### config.mk
export PLATFORM = sky130hd
export DESIGN_NAME = mem_port_arbiter
export DESIGN_NICKNAME = d
export VERILOG_FILES = /design/src/rtl/arb_pkg.sv /design/src/rtl/rr_arb2.sv /design/src/rtl/mem_port_arbiter.sv
export SDC_FILE = /design/constraint.sdc
export NUM_CORES = 1
export LEC_CHECK = 0
export BUFFER_PORTS_ARGS = -buffer_cell sky130_fd_sc_hd__buf_2
export CAP_MARGIN = 20
export CORE_AREA = 2 2 290 292
export DETAILED_ROUTE_END_ITERATION = 12
export DIE_AREA = 0 0 292 294
export GPL_ROUTABILITY_DRIVEN = 1
export REMOVE_ABC_BUFFERS = 1
export SYNTH_ARGS = -nofsm -noshare
export SYNTH_HDL_FRONTEND = slang
export SYNTH_SLANG_ARGS = --single-unit
### constraint.sdc
create_clock -name clk -period 1.7 [get_ports clk]
set_input_delay 0.34 -clock clk [delete_from_list [all_inputs] [get_ports clk]]
set_output_delay 0.34 -clock clk [all_outputs]
set_load 0.01 [all_outputs]
### src/rtl/arb_pkg.sv
// Shared encodings for the memory port arbiter: FSM states and grant sides.
package arb_pkg;
  localparam logic [1:0] IDLE    = 2'd0;
  localparam logic [1:0] ISSUE_I = 2'd1;
  localparam logic [1:0] ISSUE_D = 2'd2;
  localparam logic [1:0] RESP    = 2'd3;

  localparam logic GRANT_I = 1'b0;
  localparam logic GRANT_D = 1'b1;
endpackage

### src/rtl/rr_arb2.sv
// Two-requester round-robin picker. The grant is combinational.
// last_grant advances only when the caller accepts the grant.
module rr_arb2 import arb_pkg::*; (
  input  logic clk,
  input  logic rst_n,
  input  logic req_i,
  input  logic req_d,
  input  logic update,
  output logic gnt,
  output logic gnt_vld
);
  logic last_q, last_d;

  always_comb begin
    gnt_vld = req_i | req_d;
    if (req_i && req_d) gnt = (last_q == GRANT_I) ? GRANT_D : GRANT_I;
    else                gnt = req_d ? GRANT_D : GRANT_I;
    last_d = (update && gnt_vld) ? gnt : last_q;
  end

  // Reset to I so that D wins the first tie.
  always_ff @(posedge clk) begin
    if (rst_n) last_q <= GRANT_I;
    else       last_q <= last_d;
  end
endmodule

### src/rtl/mem_port_arbiter.sv
// Shares one block-transfer memory port between the I-cache and D-cache refill paths.
// One transaction is in flight at a time. All memory-side and ready/rdata outputs are registered.
module mem_port_arbiter import arb_pkg::*; #(
  parameter int ADDR_W = 28,
  parameter int DATA_W = 128
) (
  input  logic              clk,
  input  logic              rst_n,
  input  logic              i_read,
  input  logic [ADDR_W-1:0] i_addr,
  output logic [DATA_W-1:0] i_rdata,
  output logic              i_ready,
  input  logic              d_read,
  input  logic              d_write,
  input  logic [ADDR_W-1:0] d_addr,
  input  logic [DATA_W-1:0] d_wdata,
  output logic [DATA_W-1:0] d_rdata,
  output logic              d_ready,
  output logic              mem_read,
  output logic              mem_write,
  output logic [ADDR_W-1:0] mem_addr,
  output logic [DATA_W-1:0] mem_wdata,
  input  logic [DATA_W-1:0] mem_rdata,
  input  logic              mem_ready,
  output logic              busy
);
  logic [1:0]        state_q, state_d;
  logic              mem_read_q, mem_read_d, mem_write_q, mem_write_d;
  logic [ADDR_W-1:0] mem_addr_q, mem_addr_d;
  logic [DATA_W-1:0] mem_wdata_q, mem_wdata_d;
  logic [DATA_W-1:0] i_rdata_q, i_rdata_d, d_rdata_q, d_rdata_d;
  logic              i_ready_q, i_ready_d, d_ready_q, d_ready_d;
  logic              d_req, gnt, gnt_vld, gnt_en;

  assign d_req  = d_read | d_write;
  assign gnt_en = (state_q == IDLE) && gnt_vld;

  rr_arb2 u_rr (
    .clk     (clk),
    .rst_n   (rst_n),
    .req_i   (i_read),
    .req_d   (d_req),
    .update  (gnt_en),
    .gnt     (gnt),
    .gnt_vld (gnt_vld)
  );

  always_ff @(posedge clk) begin
    if (rst_n) state_q <= IDLE;
    else       state_q <= state_d;
  end

  always_comb begin
    state_d = state_q;
    case (state_q)
      IDLE:    if (gnt_vld) state_d = (gnt == GRANT_D) ? ISSUE_D : ISSUE_I;
      ISSUE_I,
      ISSUE_D: if (mem_ready) state_d = RESP;
      default: state_d = IDLE;
    endcase
  end

  always_comb begin
    mem_read_d  = mem_read_q;
    mem_write_d = mem_write_q;
    mem_addr_d  = mem_addr_q;
    mem_wdata_d = mem_wdata_q;
    i_rdata_d   = i_rdata_q;
    d_rdata_d   = d_rdata_q;
    i_ready_d   = 1'b0;
    d_ready_d   = 1'b0;
    case (state_q)
      IDLE: if (gnt_vld) begin
        // d_write wins if the D side illegally raises both strobes.
        if (gnt == GRANT_D) begin
          mem_addr_d  = d_addr;
          mem_write_d = d_write;
          mem_read_d  = ~d_write;
          mem_wdata_d = d_write ? d_wdata : '0;
        end else begin
          mem_addr_d  = i_addr;
          mem_write_d = 1'b0;
          mem_read_d  = 1'b1;
          mem_wdata_d = '0;
        end
      end
      ISSUE_I: if (mem_ready) begin
        i_rdata_d  = mem_rdata;
        i_ready_d  = 1'b1;
        mem_read_d = 1'b0;
      end
      ISSUE_D: if (mem_ready) begin
        if (mem_read_q) d_rdata_d = mem_rdata;
        d_ready_d   = 1'b1;
        mem_read_d  = 1'b0;
        mem_write_d = 1'b0;
      end
      default: ;
    endcase
  end

  always_ff @(posedge clk) begin
    if (rst_n) begin
      mem_read_q  <= 1'b0;
      mem_write_q <= 1'b0;
      mem_addr_q  <= '0;
      mem_wdata_q <= '0;
      i_rdata_q   <= '0;
      d_rdata_q   <= '0;
      i_ready_q   <= 1'b0;
      d_ready_q   <= 1'b0;
    end else begin
      mem_read_q  <= mem_read_d;
      mem_write_q <= mem_write_d;
      mem_addr_q  <= mem_addr_d;
      mem_wdata_q <= mem_wdata_d;
      i_rdata_q   <= i_rdata_d;
      d_rdata_q   <= d_rdata_d;
      i_ready_q   <= i_ready_d;
      d_ready_q   <= d_ready_d;
    end
  end

  assign mem_read  = mem_read_q;
  assign mem_write = mem_write_q;
  assign mem_addr  = mem_addr_q;
  assign mem_wdata = mem_wdata_q;
  assign i_rdata   = i_rdata_q;
  assign d_rdata   = d_rdata_q;
  assign i_ready   = i_ready_q;
  assign d_ready   = d_ready_q;
  assign busy      = (state_q != IDLE);
endmodule

==> metrics.cfg, run 1 <==
[status]
outcome = finished, violations left
violations = setup timing

[yosys]
netlist_area_um2 = 14700
synth-seq-cells = 419
yosys.area_share.adder_pct = 0.341
syn_area_per_cell_um2 = 8.37
synth_xor_area_share_pct = 0
ys_seq_area_share_pct = 57.2
synth_top_family_by_area = simple AND/OR/NAND/NOR gates
synth_cell_types = 30
syn_inst = 1752
synth_mux_area_share_pct = 0.0683
ys_warn_count = 0
synth_compound_area_share_pct = 18.8
synthSimpleGateAreaFrac_pct = 19.1

[detailed_routing]
ant_nets = 0
wl_um = 69100
vias_per_cell = 4.28
drt_iter0_drc = 912
drt_pass1_iterations = 5
wl_per_cell_um = 17.7
drc = 0
vias = 16678

[clock_network]
htree_levels = 2
numClockSinks = 419
cts_tree = done
clk_latency_ns = 0.57
clock_path_buffers = 3
clock-root-buffer = clkbuf_16
clkTransAtPathRegs_ns = 0.06
numCtsBuffers = 46

[global_route]
overflow = 0
grt_usage_pct = 14.7
grt_pass1_wl_um = 97200
grt_max_degree = 64
grt_pass1_vias = 15916
antenna_found_initial = 9

[hold_path]
hold_class = input pin to flip-flop

[worst_setup_path]
critPathBufInv = 4
max_stage_delay_ns = 0.35
critPathKind = flip-flop to primary output
required_ns = 1.36
crit_arrival_ns = 1.37
cp_max_fo = 3
cpLargestDelayFamily = flip-flops
crit_path_start_kind = flip-flop
crit_chain = inv_4, ha_4, buf_6, inv_4, buf_6
end_kind = primary output
r2r_slack_ns = 0.01
cp_slowest_cell = dfxtp_2

[placement]
hpwl_um = 48900
gp_congestion = 0.814
portBuffers = 734
place_area_um2 = 20300

[floorplanning]
fp.dieW_um = 292
rows = 106
die_area_um2 = 85800
ios = 735
core_area_um2 = 82900
die_h_um = 294
start_util_pct = 17.7

[timing]
min_period_over_period_pct = 101
worst_slew_pin_slew_ns = 0.461
finalHoldViolCount = 0
setup_viol = 1
fmax_mhz = 583
slew-limit-headroom_pct = 69.2
fin_worst_skew_ns = 0.0105
maxSlewViolCount = 0
rsz0062_at_grt = yes
tns_ns = -0.0142
period_minus_slack_ns = 1.71
postLayoutSetupSlackWorst_ns = -0.0142

[final_layout]
final_common_cell = buf_2
fin_area_um2 = 25000
multi_input_area_um2 = 5750
syn2layout_area_growth_pct = 70.1
regArea_um2 = 8390
layout-drive-gt1-share_pct = 34.2
fin_nets = 3102
final_cell_mix = buf_2 (731), nand2_1 (570), dfxtp_1 (417)
post-route-util_pct = 30.1
fillers = 8693

[pwr]
cellPowerDensity_nw_per_um2 = 1270
p_leak_nw = 10.9
peakVddDrop_uv = 988

[flow_run]
drv_cap = 0

## synth_stat cells, drive strengths merged
master	n	share of area [%]
nor2b	1	0.043
a211oi	1	0.051
a21oi	260	8.9
nand3	2	0.068
a22oi	1	0.051
o31ai	1	0.085
and2	1	0.043
dfxtp	419	57
nor3	1	0.034
and3	1	0.043
o32ai	2	0.12
ha	4	0.34
o31a	2	0.12
mux2i	1	0.068
inv	4	0.10
a21o	1	0.051
nor2	159	4.1
a2bb2oi	1	0.060
clkbuf	109	2.8
a21boi	1	0.051
nor4b	1	0.060
nand2	571	15
o2bb2ai	1	0.060
or4	1	0.051
o21ai	1	0.034
buf	49	1.6
or4b	1	0.068
a32oi	127	7.6
a311oi	28	1.7
## final cells by class
type                    instances  share of cell area [%]
multi-input cells            1171                    23.0
well taps                    1080                    5.42
repair buffers               1138                    31.5
diodes                          3                  0.0301
flip-flops and latches        419                    33.6
clock buffers                  66                    5.52
inverters                       4                  0.0802
clock inverters                18                   0.812
## metrics by stage
step                hold slack [ns]  cells  setup slack, ns  power, W
floorplan                     0.409   1594            -4.94    0.0146
global placement              0.439   3520           0.0259    0.0205
detailed placement            0.443   3520           0.0157    0.0205
CTS                       0.0000422   3887          -0.0500    0.0318
global route                 0.0142   3899          -0.0814    0.0334
finish                       0.0372   3899          -0.0142    0.0318
## registers in the layout, indices dropped and copies added (netlist names)
signal and count:
state_q 2, i_ready 1, i_rdata 128, mem_addr 28
u_rr.last_q 1, mem_wdata 128, mem_write 1, d_ready 1
d_rdata 128, mem_read 1
## routing by layer
metal | vias up | routed length, um | track usage (%)
met3 | 169 | 5110 | 4.10
met2 | 781 | 33800 | 25.9
met1 | 7688 | 26500 | 15.9
li1 | 8036 | - | -
met5 | - | 27 | 0
met4 | 4 | 3700 | 7.93
## path summary, 6_finish.rpt
kind / start / cells past startpoint / endpoint
min reg2reg: i_rdata[115]$_SDFFE_PP0P_ / 2 / i_rdata[115]$_SDFFE_PP0P_
min: mem_rdata[9] / 3 / i_rdata[9]$_SDFFE_PP0P_
max reg2reg: state_q[1]$_SDFFE_PP0P_ / 7 / mem_write$_SDFFE_PP0P_
max: state_q[1]$_SDFFE_PP0P_ / 5 / busy
## power by group
part / total (W) / switching [W] / internal, W
logic: 0.00936 / 0.00538 / 0.00397
registers: 0.0120 / 0.000813 / 0.0112
clock network: 0.0104 / 0.00421 / 0.00623
## cell families (layout without fill, tap and decap cells)
group	after synthesis	after routing
buffers and inverters	162	1226
adder cells (fa/ha/maj)	4	4
flip-flops	419	419
other	0	3
AO/OA/AOI/OAI	427	427
AND/OR/NAND/NOR	739	739
multiplexers	1	1
## worst reg2reg max path, cell delays in order, from the launching register on
cell,delay (ns)
dfxtp_2,0.35
inv_4,0.05
ha_4,0.15
buf_4,0.16
nor4b_1,0.14
buf_4,0.15
or4b_4,0.51
a21oi_2,0.12
## repair_timing
| action | CTS | global route |
|---|---|---|
| endpoints found under the hold margin | 355 | 0 |
| gates resized for setup | 11 | 22 |
| pin swaps | 1 | 2 |
| buffers inserted | 6 | 5 |
| hold buffers | 277 | 0 |
| cloned | 0 | 4 |
| setup endpoints to repair | 14 | 66 |
Power figures use the tool's default switching activity.
==> inputs of run 2 (changes only) <==
--- a/config.mk
+++ b/config.mk
@@ -7,10 +7,13 @@
 export LEC_CHECK = 0
 export BUFFER_PORTS_ARGS = -buffer_cell sky130_fd_sc_hd__buf_2
 export CAP_MARGIN = 20
-export CORE_AREA = 2 2 290 292
+export CELL_PAD_IN_SITES_DETAIL_PLACEMENT = 1
+export CELL_PAD_IN_SITES_GLOBAL_PLACEMENT = 1
+export CORE_AREA = 2 2 283 285
 export DETAILED_ROUTE_END_ITERATION = 12
-export DIE_AREA = 0 0 292 294
+export DIE_AREA = 0 0 285 287
 export GPL_ROUTABILITY_DRIVEN = 1
+export PLACE_DENSITY_LB_ADDON = 0.1
 export REMOVE_ABC_BUFFERS = 1
 export SYNTH_ARGS = -nofsm -noshare
 export SYNTH_HDL_FRONTEND = slang
==> run 2 against run 1 <==
Net effect: the flow now finishes without violations; combinational power about the same; critical path depth down 1; cell count down 1.0%; first-iteration DRC count down 32%; non-clock buffer count down 22; critical endpoint unchanged.
==> metrics.cfg, run 2 (synthesized netlist as in run 1, its figures left out) <==
[status]
outcome = finished clean

[pwr]
peakVddDrop_uv = 676
p_leak_nw = 10.9
cellPowerDensity_nw_per_um2 = 1290

[placement]
portBuffers = 734
hpwl_um = 52400
gp_congestion = 0.797
placed_cells = 3450

[global_route]
overflow = 0
grt_pass1_wl_um = 109000
grt_max_degree = 129
antenna_found_initial = 8
grt_pass1_vias = 17590
grt_usage_pct = 17.1

[final_layout]
fillers = 9439
final_common_cell = buf_2
syn2layout_area_growth_pct = 70.6
layout-drive-gt1-share_pct = 32.6
fin_nets = 3087
fin_cells = 3859
final_cell_mix = buf_2 (732), nand2_1 (570), dfxtp_1 (416)

[floorplanning]
die_h_um = 287
rows = 103
ios = 735
core_area_um2 = 78600
die_area_um2 = 81800
fp.dieW_um = 285
start_util_pct = 18.7

[detailed_routing]
ant_nets = 0
wl_per_cell_um = 19.2
vias_per_cell = 4.30
drt_iter0_drc = 618
drc = 0
drt_pass1_iterations = 6
wl_um = 74000
vias = 16581

[worst_setup_path]
cp_max_fo = 3
max_stage_delay_ns = 0.36
critPathKind = flip-flop to primary output
cp_slowest_cell = dfxtp_2
rr_worst_depth = 9
crit_arrival_ns = 1.34
crit_start = state_q[1]$_SDFFE_PP0P_
worstReg2RegStart = state_q[1]$_SDFFE_PP0P_
r2r-end = mem_wdata[18]$_SDFFE_PP0P_
r2r_slack_ns = 0.05
crit_path_start_kind = flip-flop
crit_path_frequent_cell = inv_4
end_kind = primary output
crit_chain = inv_4, ha_4, inv_4, buf_6
required_ns = 1.36

[hold_path]
hp-start = d_wdata[47]
hold_class = input pin to flip-flop
hold_depth = 3
min_to = mem_wdata[47]$_SDFFE_PP0P_

[timing]
finalHoldViolCount = 0
slew-limit-headroom_pct = 73.9
maxSlewViolCount = 0
rsz0062_at_grt = yes
period_minus_slack_ns = 1.68
min_period_over_period_pct = 98.8
setup_viol = 0
tns_ns = 0
fmax_mhz = 595
fin_worst_skew_ns = 0.0189
worst_slew_pin_slew_ns = 0.391

[clock_network]
clk_latency_ns = 0.59
numClockSinks = 419
numCtsBuffers = 53
cts_tree = done
clock-root-buffer = clkbuf_16
clkTransAtPathRegs_ns = 0.05
htree_levels = 2
clock_path_buffers = 3

[flow_run]
drv_cap = 0

run 2: changes by cell type in the layout (fill, tap and decap cells not counted), moves of 9 or more:
cell           change
buf_4             -50
buf_6              -9
buf_12            +15
dlygate4sd3_1     +23
clkbuf_1          +11
run 2: timing repair:
action,in CTS,in global routing
setup buffers,3,7
setup endpoints to repair,3,169
gates resized for setup,10,12
hold endpoints to repair,395,0
gates cloned,0,1
pin swaps,1,4
hold buffers,300,0
run 2: final cells by class:
class	instances	area (um^2)	share of cell area, %
Sequential cell	419	8390	33.5
Timing Repair Buffer	1116	7870	31.4
Multi-Input combinational cell	1171	5730	22.9
Clock buffer	86	1630	6.53
Tap cell	1050	1310	5.25
Clock inverter	9	55.1	0.220
Inverter	4	22.5	0.0900
Antenna cell	4	10.0	0.0400
run 2: worst max path at each step:
stage | cells past startpoint | slack [ns] | end
detailed placement | 6 | 0.02 | state_q[1]$_SDFFE_PP0P_
global route | 4 | -0.05 | busy
global placement | 7 | 0.08 | d_rdata[103]$_SDFFE_PP0P_
finish | 4 | 0.02 | busy
CTS | 4 | -0.02 | busy
floorplan | 5 | -4.94 | mem_wdata[0]$_SDFFE_PP0P_
run 2: routing by layer:
metal	global-route usage (%)	wire, um
met1	19.7	29800
met2	30.6	36900
met3	5.13	5230
met4	4.93	1970
met5	0	46
run 2: metrics by stage:
stage	hold WS (ns)	instance area, um^2	power, W	setup slack, ns	util [%]
4_1_cts	0.000205	24900	0.0325	-0.0217	31.7
6_report	0.0431	25000	0.0323	0.0198	31.8
2_1_floorplan	0.409	14000	0.0146	-4.94	-
5_1_grt	0.0232	25000	0.0342	-0.0494	31.8
3_3_place_gp	0.439	20100	0.0205	0.0788	25.6
3_5_place_dp	0.445	20100	0.0206	0.0151	25.6
run 2: power by group:
group,internal [W],leakage (nW),switching (W)
Clock,0.00651,0.831,0.00446
Sequential,0.0112,3.40,0.000745
Combinational,0.00389,6.66,0.00550
Total,0.0216,10.9,0.0107
run 2: worst max-delay path: cells and delay by family (launching register included):
kind / cells / cell delay [ns]
adders and majority gates: 1 / 0.17
buffers and inverters: 3 / 0.23
DFF: 1 / 0.36
==> inputs of run 3 (changes only) <==
--- a/config.mk
+++ b/config.mk
@@ -7,7 +7,7 @@
 export LEC_CHECK = 0
 export BUFFER_PORTS_ARGS = -buffer_cell sky130_fd_sc_hd__buf_2
 export CAP_MARGIN = 20
-export CELL_PAD_IN_SITES_DETAIL_PLACEMENT = 1
+export CELL_PAD_IN_SITES_DETAIL_PLACEMENT = 0
 export CELL_PAD_IN_SITES_GLOBAL_PLACEMENT = 1
 export CORE_AREA = 2 2 283 285
 export DETAILED_ROUTE_END_ITERATION = 12
==> run 3 against run 2 <==
Net effect: die area is the same; clock skew decreased by 0.0059 ns; maximum frequency decreased by 0.11%; combinational power grew 0.9%; largest power group unchanged.
==> metrics.cfg, run 3 (synthesized netlist as in run 1, its figures left out) <==
[detailed_routing]
wl_per_cell_um = 18.9
vias = 16546
wl_um = 73100
vias_per_cell = 4.27
ant_nets = 0
drt_pass1_iterations = 6
drt_iter0_drc = 744
drc = 0

[timing]
min_period_over_period_pct = 98.9
worst_slew_pin_slew_ns = 0.393
rsz0062_at_grt = yes
finalHoldViolCount = 0
slew-limit-headroom_pct = 73.8
setup_viol = 0
fin_worst_skew_ns = 0.0130
fmax_mhz = 595
period_minus_slack_ns = 1.68
postLayoutSetupSlackWorst_ns = 0.0179
maxSlewViolCount = 0
tns_ns = 0

[placement]
detailedPlace.worstSlack_ns = 0.0295
portBuffers = 734
place_area_um2 = 20100
gp_congestion = 0.797
placed_cells = 3450
hpwl_um = 50600

[pwr]
p_leak_nw = 11.1
peakVddDrop_uv = 872
intPower_w = 0.0222
netSwitchingPower_w = 0.0107
pwr-share-seq_pct = 36.2
clkPwrFrac_pct = 35.0
cellPowerDensity_nw_per_um2 = 1290
comb_power_share_pct = 28.8
switching_share_pct = 32.6

[floorplanning]
start_util_pct = 18.7
ios = 735
core_area_um2 = 78600
rows = 103
die_h_um = 287
die_area_um2 = 81800
fp.dieW_um = 285

[global_route]
grt_max_degree = 129
overflow = 0
grt_pass1_vias = 16372
grt_usage_pct = 16.3
grt_pass1_wl_um = 104000
antenna_found_initial = 10

[clock_network]
numClockSinks = 419
cts_tree = done
clk_latency_ns = 0.60
clock-root-buffer = clkbuf_16
clkTransAtPathRegs_ns = 0.05
numCtsBuffers = 54
clock_path_buffers = 3
htree_levels = 2

[worst_setup_path]
cp_max_fo = 2
end_kind = primary output
required_ns = 1.36
r2r-end = state_q[1]$_SDFFE_PP0P_
crit_arrival_ns = 1.34
critPathKind = flip-flop to primary output
r2r_slack_ns = 0.03
worstReg2RegStart = state_q[0]$_SDFFE_PP0P_
crit_path_start_kind = flip-flop
rr_worst_depth = 7

[hold_path]
hold_depth = 2
hp-start = rst_n
hold_class = input pin to flip-flop
min_to = mem_addr[15]$_SDFFE_PP0P_

[final_layout]
fin_nets = 3108
final_cell_mix = buf_2 (732), nand2_1 (570), dfxtp_1 (416)
fin_cells = 3878
syn2layout_area_growth_pct = 73.5
final_common_cell = buf_2
post-route-util_pct = 32.4
fin_area_um2 = 25400
layout-drive-gt1-share_pct = 33.0

[status]
outcome = finished clean

[flow_run]
drv_cap = 0

-- run 3: layout make-up --
class / count / area [um^2]
clock inverter: 10 / 110
antenna: 6 / 15.0
clock buffer: 82 / 1670
sequential: 419 / 8390
multi-input combinational: 1171 / 5740
fill: 8433 / 53200
timing repair buffer: 1136 / 8180
inverter: 4 / 15.0
tap: 1050 / 1310
-- run 3: power by group through the flow --
stage | logic [W] | clock network (W) | registers [W]
floorplan | 0.00257 | 0 | 0.0120
finish | 0.00947 | 0.0115 | 0.0119
detailed placement | 0.00842 | 0 | 0.0121
global route | 0.0103 | 0.0123 | 0.0121
global placement | 0.00839 | 0 | 0.0121
CTS | 0.00913 | 0.0120 | 0.0119
-- run 3: per-stage QoR --
stage / power, W / hold WS, ns
floorplan: 0.0146 / 0.409
global placement: 0.0205 / 0.439
detailed placement: 0.0205 / 0.444
CTS: 0.0330 / 0.0347
global route: 0.0347 / 0.0728
finish: 0.0329 / 0.0897
-- run 3: worst max path at each step --
stage	startpoint	endpoint	cells after the start
floorplan	state_q[0]$_SDFFE_PP0P_	mem_wdata[0]$_SDFFE_PP0P_	5
global placement	state_q[0]$_SDFFE_PP0P_	d_rdata[103]$_SDFFE_PP0P_	7
detailed placement	state_q[0]$_SDFFE_PP0P_	state_q[1]$_SDFFE_PP0P_	6
CTS	state_q[1]$_SDFFE_PP0P_	busy	4
global route	state_q[0]$_SDFFE_PP0P_	busy	4
finish	state_q[0]$_SDFFE_PP0P_	busy	4
-- run 3: worst max-delay path, stage by stage, from the launching register on --
cell and delay, ns:
dfxtp_2 0.33, inv_2 0.05, ha_4 0.17, inv_2 0.06, buf_6 0.13
-- run 3: repair_timing --
item                       CTS  global route
setup endpoints to repair    2           257
gates resized for setup      8            17
pin swaps                    1             1
hold buffers               311             0
setup buffers                5             5
hold endpoints to repair   412             0
cloned                       0             9
-- run 3: routing by layer --
layer	wire [um]	part of all wire [%]	GRT usage [%]
met5	52	0.071	0
met4	2620	3.6	6.14
met3	5890	8.1	5.57
met2	35200	48	27.7
met1	29300	40	19.0
